<file path="config.mk">
export PLATFORM = sky130hd
export DESIGN_NAME = idma_burst_arbiter
export DESIGN_NICKNAME = d
export VERILOG_FILES = /design/src/rtl/idma_burst_arbiter.sv
export SDC_FILE = /design/constraint.sdc
export NUM_CORES = 1
export LEC_CHECK = 0
export ABC_AREA = 1
export CAP_MARGIN = 0
export CORE_AREA = 2 2 70 72
export CTS_BUF_LIST = sky130_fd_sc_hd__clkbuf_8
export DETAILED_ROUTE_END_ITERATION = 10
export DIE_AREA = 0 0 72 74
export DONT_BUFFER_PORTS = 1
export GPL_TIMING_DRIVEN = 0
export PLACE_DENSITY = 0.67
export SLEW_MARGIN = 10
export SYNTH_ARGS = -nofsm -noshare
export SYNTH_HDL_FRONTEND = slang
export SYNTH_SLANG_ARGS = --single-unit
</file>
<file path="constraint.sdc">
create_clock -name clk -period 1.5 [get_ports clk]
set_input_delay 0 -clock clk [delete_from_list [all_inputs] [get_ports clk]]
set_output_delay 0 -clock clk [all_outputs]
set_load 0.02 [all_outputs]
</file>
<file path="src/rtl/idma_burst_arbiter.sv">
// rtl/idma_burst_arbiter.sv - round-robin, burst-locked merge of NUM_REQ valid/ready streams
module idma_burst_arbiter #(
  parameter int unsigned NUM_REQ   = 4,
  parameter int unsigned DATA_W    = 32,
  parameter int unsigned MAX_BURST = 16,
  localparam int unsigned CNT_W    = $clog2(MAX_BURST) + 1,
  localparam int unsigned ID_W     = $clog2(NUM_REQ)
) (
  input  logic                      clk,
  input  logic                      rst,
  input  logic                      flush,
  input  logic [NUM_REQ-1:0]        req_valid,
  input  logic [NUM_REQ*DATA_W-1:0] req_data,
  input  logic [NUM_REQ-1:0]        req_last,
  output logic [NUM_REQ-1:0]        req_ready,
  output logic                      out_valid,
  output logic [DATA_W-1:0]         out_data,
  output logic                      out_last,
  output logic [ID_W-1:0]           out_id,
  input  logic                      out_ready,
  output logic                      busy
);

  typedef enum logic {
    S_IDLE  = 1'b0,
    S_GRANT = 1'b1
  } state_e;

  state_e            state_q, state_d;
  logic [ID_W-1:0]   gnt_q, gnt_d;
  logic [ID_W-1:0]   last_gnt_q, last_gnt_d;
  logic [CNT_W-1:0]  beat_cnt_q, beat_cnt_d;

  logic              pick_found;
  logic [ID_W-1:0]   pick_id;
  int unsigned       scan_idx;

  logic [DATA_W-1:0] req_data_arr [NUM_REQ];
  logic              cur_valid;
  logic              cur_last;
  logic              at_cap;

  for (genvar g = 0; g < NUM_REQ; g++) begin : g_unpack
    assign req_data_arr[g] = req_data[g*DATA_W +: DATA_W];
  end

  assign cur_valid = req_valid[gnt_q];
  assign cur_last  = req_last[gnt_q];
  assign at_cap    = (beat_cnt_q == CNT_W'(MAX_BURST - 1));

  // Rotating-priority search: first valid requester after the previous burst owner
  always_comb begin
    pick_found = 1'b0;
    pick_id    = '0;
    scan_idx   = 0;
    for (int unsigned k = 1; k <= NUM_REQ; k++) begin
      scan_idx = (32'(last_gnt_q) + k) % NUM_REQ;
      if (!pick_found && req_valid[ID_W'(scan_idx)]) begin
        pick_found = 1'b1;
        pick_id    = ID_W'(scan_idx);
      end
    end
  end

  // Next-state and output decode; flush overrides everything and blocks the pending beat
  always_comb begin
    state_d    = state_q;
    gnt_d      = gnt_q;
    last_gnt_d = last_gnt_q;
    beat_cnt_d = beat_cnt_q;
    req_ready  = '0;
    out_valid  = 1'b0;
    out_data   = '0;
    out_last   = 1'b0;
    out_id     = '0;
    busy       = 1'b0;

    case (state_q)
      S_IDLE: begin
        if (pick_found) begin
          gnt_d      = pick_id;
          beat_cnt_d = '0;
          state_d    = S_GRANT;
        end
      end
      S_GRANT: begin
        busy             = 1'b1;
        out_id           = gnt_q;
        out_data         = req_data_arr[gnt_q];
        out_last         = cur_valid & (cur_last | at_cap);
        out_valid        = cur_valid & ~flush;
        req_ready[gnt_q] = out_ready & ~flush;
        if (out_valid && out_ready) begin
          beat_cnt_d = beat_cnt_q + CNT_W'(1);
          if (out_last) begin
            last_gnt_d = gnt_q;
            beat_cnt_d = '0;
            state_d    = S_IDLE;
          end
        end
      end
      default: state_d = S_IDLE;
    endcase

    if (flush) begin
      state_d    = S_IDLE;
      beat_cnt_d = '0;
      last_gnt_d = ID_W'(NUM_REQ - 1);
    end
  end

  // State registers; reset leaves requester 0 with top priority
  always_ff @(posedge clk or posedge rst) begin
    if (rst) begin
      state_q    <= S_IDLE;
      gnt_q      <= '0;
      last_gnt_q <= ID_W'(NUM_REQ - 1);
      beat_cnt_q <= '0;
    end else begin
      state_q    <= state_d;
      gnt_q      <= gnt_d;
      last_gnt_q <= last_gnt_d;
      beat_cnt_q <= beat_cnt_d;
    end
  end

endmodule

</file>
# After elaboration in Yosys (flattened, before gate mapping)
# Cells that the tools add are included.
[totals] wordCells=86 in_bits=140 register_bits=10 out_inout_bits=41
[op_classes] n_reduce_logical=14 order_cmp=7 n_eq_ne=3 mux=45 n_bitwise=8 add_sub_neg=5
[ops] cell="two-way mux 32 bit" count=3
[ops] cell="binary-select mux 32 bit (select 2 bit)" count=1
[ops] cell="two-way mux 5 bit" count=4
[ops] cell="two-way mux 1 bit" count=18
[ops] cell="two-way mux 2 bit" count=9
[ops] cell="less-than comparator 2 x 3 -> 1 bit (second input constant)" count=5
[ops] cell="binary-select mux 1 bit (select 2 bit)" count=6
[ops] cell="case mux 5 bit (2 select lines)" count=1
[ops] cell="nonzero test 2 bit" count=3
[ops] cell="adder 5 x 1 -> 5 bit (second input constant)" count=1
[ops] cell="== test 5 x 4 -> 1 bit (second input constant)" count=1
[ops] cell="logical AND 1 bit" count=5
[ops] cell="adder 2 x 1 -> 2 bit (second input constant)" count=2
[ops] cell="adder 2 bit (second input constant)" count=2
[ops] cell="AND 4 bit" count=1
[ops] cell="two-way mux 4 bit" count=1
[ops] cell="AND reduction 2 bit" count=2
[ops] cell="AND 1 bit" count=3
[ops] cell=">= comparator 3 bit (second input constant)" count=1
[ops] cell="zero test 1 bit" count=3
[ops] cell="!= test 3 x 2 -> 1 bit (second input constant)" count=1
[ops] cell="!= test 3 bit (second input constant)" count=1
[ops] cell="NOT 2 -> 3 bit" count=1
[ops] cell="AND reduction 3 bit" count=1
[ops] cell="5 further kinds" count=6

# Logic depth before layout (Yosys ltp)
# Gate-level depths: netlist (run 1).
[logic_depth] depth_word=16 depth_mapped=12 mapped_depth_nobuf=11

# Worst setup path after synthesis (run 1)
# Ideal clock, no wire load.
[synth_timing] kind="reg2reg" start="register beat_cnt_q[0]" end="register beat_cnt_q[3]" required_time_ns=1.435 n_path_buf=0 synth_period_minus_slack_ns=1.591 path_slack_ns=-0.091 stages_incl_launch_ff=11 t_arrival_ns=1.526 setup_time_ns=0.065 path_cell_list="dfrtp_1 > ha_1 > nand2_1 > nor2_1 > ha_1 > o21bai_2 > o21ai_2 > nand3_1 > nor2_1 > nand2_1 > nand2_1"
[synth_between] elab_chain_cells=7 elab_cells_between_ends=8 classes_between="add/sub (1); eq/ne (1); mux (4); bitwise (2)"
[synth_lines] item="start, declared" line_no="32" text="logic [CNT_W-1:0] beat_cnt_q, beat_cnt_d;"
[synth_lines] item="start signal, assigned" line_no="123" text="beat_cnt_q <= beat_cnt_d;"
[synth_lines] item="parallel branches: the longest is 3 deep, another holds adder 5 x 1 -> 5 bit"
[synth_lines] item="two-way mux 5 bit (*)" line_no="95" text="if (out_last) begin"
[synth_lines] item="two-way mux 5 bit (*)" line_no="93" text="if (out_valid && out_ready) begin"
[synth_lines] item="case mux 5 bit (2 select lines) (*)" line_no="78" text="case (state_q)"
[synth_lines] item="two-way mux 5 bit (*)" line_no="105" text="if (flush) begin"
# Every way passes the cells marked *. The select of a mux whose other input is x is not followed.
# A chain may end at the register's enable or synchronous reset.

# Worst setup path after layout (run 1)
[layout_timing] start="register last_gnt_q[0]" end="register gnt_q[0]"
[layout_between] elab_chain_cells=14 elab_cells_between_ends=27 classes_between="add/sub (4); mux (16); reduce/logical (7)"
[layout_lines] item="start, declared" line_no="31" text="logic [ID_W-1:0] last_gnt_q, last_gnt_d;"
[layout_lines] item="start signal, assigned" line_no="117" text="last_gnt_q <= ID_W'(NUM_REQ - 1);"
[layout_lines] item="start signal, assigned" line_no="122" text="last_gnt_q <= last_gnt_d;"
[layout_lines] item="adder 2 x 1 -> 2 bit" line_no="57" text="scan_idx = (32'(last_gnt_q) + k) % NUM_REQ;"
[layout_lines] item="binary-select mux 1 bit (select 2 bit)" line_no="58" text="if (!pick_found && req_valid[ID_W'(scan_idx)]) begin"
[layout_lines] item="two-way mux 1 bit (not written as such)" line_no="58"
[layout_lines] item="two-way mux 1 bit" line_no="58"
[layout_lines] item="zero test 1 bit" line_no="58"
[layout_lines] item="logical AND 1 bit" line_no="58"
[layout_lines] item="two-way mux 1 bit" line_no="58"
[layout_lines] item="zero test 1 bit" line_no="58"
[layout_lines] item="logical AND 1 bit" line_no="58"
[layout_lines] item="two-way mux 1 bit" line_no="58"
[layout_lines] item="zero test 1 bit" line_no="58"
[layout_lines] item="logical AND 1 bit" line_no="58"
[layout_lines] item="two-way mux 1 bit" line_no="58"
[layout_lines] item="AND reduction 2 bit (no line)"
[layout_lines] item="end signal, assigned" line_no="121" text="gnt_q <= gnt_d;"
[layout_lines] item="end, declared" line_no="30" text="logic [ID_W-1:0] gnt_q, gnt_d;"
# Parallel ways exist; a longest one is shown, timed or not. The select of a mux whose other input is x is not followed.

==> results.toml, run 1 <==
[synthesis]
yosysTopAreaCellShare = 0.2184
synth-compound-area-share = 0.2664
async_flop_share = 1.000
yosys_warnings = 0
synth-xor-area-share = 0.009211
synthMostInstantiatedCell = "nand3_1"
synth_nets = 457
seq_area_frac_synth = 0.1329
yosys.area_share.adder = 0.01316
synth_top_family_by_area = "simple AND/OR/NAND/NOR gates"
syn_inst = 315
synth-main-ff-cell = "dfrtp_1"
yosys.area.top_type = "nand3_1"
yosys-top-cells-count = "nand3_1 (83), nand2_1 (52), a22oi_1 (32), a31oi_1 (32), inv_1 (18)"
synth_cell_type_count = 31
avgSynthCellArea_um2 = 6.038
synthTopCellsByArea = "nand3_1 (22%), a22oi_1 (13%), a31oi_1 (11%)"
synth_edf_count = 0
yosys.area_share.simple = 0.4566
synth_seq_cells = 10
synth.mux.area_fraction = 0
mappedNetlistArea_um2 = 1902

[final_layout]
n_fill_cell = 327
drive_above_1_share = 0.5352
area_growth_pct = 78.75
antenna_cells = 0
nets = 498

[timing]
timing.final.ws_setup_ns = -0.1838
max_clock_freq_mhz = 593.9
rsz0062_at_grt = "yes"
timing.hold.ws_ns = -0.009570
final_max_slew_viol_count = 0
setup_viol = 42
hold_viol = 1
finClkSkew_ns = 0.001711
tightest_slew_ns = 0.4317
fin_crit_ns = 1.684
relSlewSlack = 0.7119
fin_crit_sh = 1.123

[worst_setup_path]
r2r_cells = 12
crit_chain = "buf_6 > buf_4 > nand2_4 > nand2_8 > nand2_4 > nand2_4 > buf_4 > nor2_1 > nor2_1 > nand2_1 > nand3_1 > nand2_1"
ff2ff_setup_slack_ns = -0.18
cp-endpoint = "gnt_q[0]"
cp.arrival_ns = 1.81
timing.rr.end = "gnt_q[0]"
critical_path.max_stage_delay_ns = 0.53
critPathLaunchType = "register"
worstPathRequired_ns = 1.63
cpMaxStageDelayCell = "dfstp_2"
end_kind = "register"
worst_path_most_repeated_cell = "nand2_4"
crit_start = "last_gnt_q[0]"
r2r-start = "last_gnt_q[0]"
crit_fanout = 6
path_class = "register to register"

[die]
io_pins = 181
start_util = 0.4136
die-height_um = 74
die-area_um2 = 5328
die_x_um = 72
coreArea_um2 = 4598
num_rows = 25

[outcome]
violations = "negative hold slack, negative setup slack"
status = "finished with violations"

[global_routing]
grt_max_degree = 11
busiest_layer = "met2"
grt_overflow_total = 0
gr-usage-met1 = 0.3364
grt_use_met3 = 0.05691
antenna_found_initial = 0
grtUsageTotal = 0.3044
grt_pass1_wl_um = 12590
grt_pass1_vias = 2555
grtUsageMet2 = 0.5648

[min_path]
min_path_type = "input port to register"

[cts]
cts_sinks = 10
htree_num_levels = 1
clkLatencyLatePin_ns = 0.24
cts_tree = "done"
cts_root_buf = "clkbuf_8"
clk_path_buf_depth = 2
path_clk_slew_ns = 0.05
cts_buffers = 3

[placement]
numPortBuffers = 0
hpwl_um = 5667
routabilityCongestion = 0.8456
place_worst_setup_slack_ns = -0.3456

[detailed_routing]
post_drt_via_cell_ratio = 6.853
vias = 2803
wire_per_inst_um = 23.84
drt_pre_antenna_iters = 5
antenna_left = 0
drt-initial-drc-count = 180
drt-total-wl_um = 9751
drc = 0

[pwr]
power_mw = 6.507
ir_worst_vdd_mv = 1.185
p_leak_nw = 1.226
p_per_area_nw_per_um2 = 1914

[flow_run]
cap_violations = 0
==> worst max-delay path: cells and delay by family, from the launching register on <==
family        cells  cell delay (ns)
flops             1             0.53
simple gates      9             0.68
buf+inv           3             0.37
==> cell usage in the layout (no fill, tap or decap), types with 3 or more instances in the layout <==
| cell | instances |
|---|---|
| nor2_4 | 5 |
| nand2_2 | 9 |
| nor2_1 | 8 |
| inv_6 | 4 |
| nor2_2 | 3 |
| a22oi_2 | 31 |
| clkbuf_2 | 4 |
| clkbuf_4 | 3 |
| buf_6 | 17 |
| nand3_1 | 77 |
| nand2_8 | 3 |
| buf_4 | 27 |
| nor3_4 | 5 |
| a31oi_4 | 31 |
| inv_1 | 17 |
| nand2_4 | 12 |
| nand2_1 | 44 |
| nand3_2 | 6 |
| dfrtp_1 | 6 |
| clkbuf_8 | 5 |
| buf_8 | 4 |
==> worst min path at each step <==
| stage | from | endpoint | slack, ns | cells after the start |
|---|---|---|---|---|
| floorplan | rst | beat_cnt_q[0] | -0.16 | 1 |
| global placement | rst | state_q | -0.1 | 1 |
| detailed placement | rst | state_q | -0.1 | 1 |
| CTS | flush | state_q | -0.17 | 1 |
| global route | out_ready | last_gnt_q[1] | 0.006 | 3 |
| finish | out_ready | last_gnt_q[1] | -0.01 | 3 |
==> logic make-up (layout without fill, tap and decap cells) <==
| group | count (synthesis) | in the layout |
|---|---|---|
| flops | 10 | 10 |
| simple gates | 176 | 176 |
| xor+xnor | 2 | 2 |
| fa+ha+maj | 2 | 2 |
| buf+inv | 51 | 91 |
| compound gates | 74 | 74 |
==> what timing repair did <==
item	CTS	global route
resized for setup	182	41
pin swaps	24	24
setup endpoints to repair	50	48
gates cloned	3	1
endpoints found under the hold margin	14	4
hold buffers	1	1
setup buffers	24	6
==> power by group <==
part | internal [mW] | total, mW | switching [mW]
Clock | 0.180 | 0.294 | 0.114
Combinational | 2.28 | 5.82 | 3.54
Sequential | 0.327 | 0.394 | 0.0672
==> through the flow <==
step           TNS [ns]  utilization  cell area, um2  std cells
2_1_floorplan  -0.01099            -            1919        315
3_3_place_gp     -8.388       0.4321            1987        369
3_5_place_dp     -9.229       0.4321            1987        369
4_1_cts          -1.746       0.6835            3143        401
5_1_grt          -4.939       0.7393            3400        409
6_report         -2.297       0.7393            3400        409
==> metal layers <==
layer  share of wire  vias to the layer above
li1                -                     1220
met5               0                        -
met2            0.54                      209
met1            0.35                     1339
met3           0.083                       35
met4           0.028                        0
==> final cells by class <==
type / instances / area, um2 / area share
inverter: 25 / 126.4 / 0.03717
buffer: 26 / 274.0 / 0.08060
clock inverter: 1 / 3.754 / 0.001104
tap: 54 / 67.56 / 0.01987
sequential: 10 / 255.2 / 0.07508
clock buffer: 3 / 41.29 / 0.01215
multi-input combinational: 254 / 2296 / 0.6754
timing repair buffer: 36 / 335.3 / 0.09864
==> registers in the layout (all words and copies together) (netlist names) <==
| name | flops |
|---|---|
| beat_cnt_q | 5 |
| state_q | 1 |
| gnt_q | 2 |
| last_gnt_q | 2 |
Power figures use the tool's default switching activity.
==> run 2: changes to the inputs <==
--- a/config.mk
+++ b/config.mk
@@ -14,6 +14,7 @@
 export DONT_BUFFER_PORTS = 1
 export GPL_TIMING_DRIVEN = 0
 export PLACE_DENSITY = 0.67
+export SETUP_SLACK_MARGIN = 0.05
 export SLEW_MARGIN = 10
 export SYNTH_ARGS = -nofsm -noshare
 export SYNTH_HDL_FRONTEND = slang
==> run 2 against run 1 <==
  * The flow finishes with violations (negative setup slack)
  * Critical path depth shrank 2
  * Final cell count grew 5.9%
  * Global-route usage rose by 3.9 points
  * Die area did not move
  * Via count rose by 2.4%
  * Power grew 15%
  * Utilization is 7.8 points higher
  * Register-to-register slack worse by 0.02 ns
  * Worst setup slack got worse by 0.020 ns
  * Sequential cell count unchanged
  * First-iteration DRC count down 21%
  * Critical endpoint is now beat_cnt_q[2]
  * Largest power group unchanged
==> results.toml, run 2 (synthesis results as in run 1) <==
[outcome]
status = "finished with violations"
violations = "negative setup slack"

[detailed_routing]
drt-initial-drc-count = 142
drc = 0
drt_pre_antenna_iters = 5
antenna_left = 0
wire_per_inst_um = 23.93
post_drt_via_cell_ratio = 6.630
vias = 2871
drt-total-wl_um = 10360

[cts]
cts_tree = "done"
cts_sinks = 10
clk_path_buf_depth = 2
htree_num_levels = 1
path_clk_slew_ns = 0.06
clkLatencyLatePin_ns = 0.25
cts_buffers = 3
cts_root_buf = "clkbuf_8"

[timing]
finClkSkew_ns = 0.007265
final_max_slew_viol_count = 0
relSlewSlack = 0.7073
timing.final.ws_setup_ns = -0.2034
fin_crit_ns = 1.703
hold_viol = 0
tightest_slew_ns = 0.4385
fin_crit_sh = 1.136
rsz0062_at_grt = "yes"
setup_viol = 46
setup_tns_ns = -5.323
timing.hold.ws_ns = 0.03649
max_clock_freq_mhz = 587.0

[final_layout]
final_common_cell = "nand3_1"
regMostFlops = "beat_cnt_q"
final_cell_mix = "nand3_1 (65), nand2_1 (42), buf_4 (38), a31oi_4 (32), a22oi_2 (30)"
drive_above_1_share = 0.6042
largest_register_ffs = 5
largestRegisters = "beat_cnt_q (5), gnt_q (2), last_gnt_q (2)"
multi_input_area_um2 = 2366
fin_area_um2 = 3759
seq_area_um2 = 257.7
utilization = 0.8174
n_fill_cell = 280
antenna_cells = 0
nets = 522
area_growth_pct = 97.63

[global_routing]
grt_overflow_total = 0
antenna_found_initial = 0
grt_pass1_vias = 2873
grtUsageTotal = 0.3431
grt_pass1_wl_um = 14160
grt_max_degree = 12

[pwr]
p_per_area_nw_per_um2 = 1993
ir_worst_vdd_mv = 1.430
p_leak_nw = 1.389

[worst_setup_path]
path_class = "register to register"
crit_start = "last_gnt_q[0]"
crit_fanout = 5
critPathLaunchType = "register"
r2r-start = "last_gnt_q[0]"
cp.arrival_ns = 1.85
end_kind = "register"
worstPathRequired_ns = 1.64

[die]
io_pins = 181
die-area_um2 = 5328
die_x_um = 72
num_rows = 25
start_util = 0.4136
die-height_um = 74
coreArea_um2 = 4598

[placement]
routabilityCongestion = 0.8632
numPortBuffers = 0
placed_area_um2 = 2002
hpwl_um = 5727

[flow_run]
cap_violations = 0

[min_path]
min_path_type = "input port to output pin"
min-delay-start = "flush"
## run 2: per-stage QoR
| step | power, mW | cells | setup slack [ns] |
|---|---|---|---|
| floorplan | 2.922 | 315 | -0.008259 |
| global placement | 3.479 | 369 | -0.2998 |
| detailed placement | 3.518 | 369 | -0.3353 |
| CTS | 6.831 | 420 | -0.1674 |
| global route | 7.787 | 433 | -0.2935 |
| finish | 7.492 | 433 | -0.2034 |
## run 2: routing by layer
| metal | track usage | routed length [um] | vias up |
|---|---|---|---|
| met5 | 0 | 0 | - |
| met4 | 0.09644 | 327 | 0 |
| met3 | 0.09350 | 821 | 39 |
| met2 | 0.6296 | 5408 | 187 |
| met1 | 0.3931 | 3803 | 1370 |
| li1 | - | - | 1275 |
## run 2: worst paths after layout
kind                                 end  slack (ns)  cells after the start
hold / removal                 out_valid        0.04                      1
min in group asynchronous        state_q        0.20                      2
max in group asynchronous        state_q        0.96                      2
hold reg to reg            beat_cnt_q[3]        0.51                      2
setup / recovery           beat_cnt_q[2]       -0.20                     10
setup reg to reg           beat_cnt_q[2]       -0.20                     10
## run 2: cell type report
type / count / area share
Inverter: 25 / 0.03629
Buffer: 26 / 0.07823
Multi-Input combinational cell: 255 / 0.6295
Timing Repair Buffer: 58 / 0.1525
Timing Repair inverter: 1 / 0.002330
Clock buffer: 4 / 0.01465
Sequential cell: 10 / 0.06858
Tap cell: 54 / 0.01798
## run 2: repair_timing
action                                 in CTS  in global routing
setup buffers                              37                 12
resized for setup                         208                 43
hold buffers                                3                  0
gates cloned                                7                  1
setup endpoints to repair                  50                 47
endpoints found under the hold margin      14                  0
pin swaps                                  35                 34
## run 2: critical path: stages (launching register included)
cell     delay [ns]
dfstp_2        0.54
buf_6          0.13
nand2_1        0.10
nand3_1        0.15
nand2_2        0.09
nor2_4         0.13
nand3_4        0.12
nand2_4        0.13
nand2_4        0.09
nand2_1        0.07
nand2_1        0.04
## run 2: power breakdown
part	switching (mW)	internal [mW]	total, mW	leakage, nW
sequential	0.0758	0.329	0.405	0.126
clock	0.132	0.232	0.364	0.0288
combinational	3.80	2.92	6.72	1.23
total	4.01	3.48	7.49	1.39
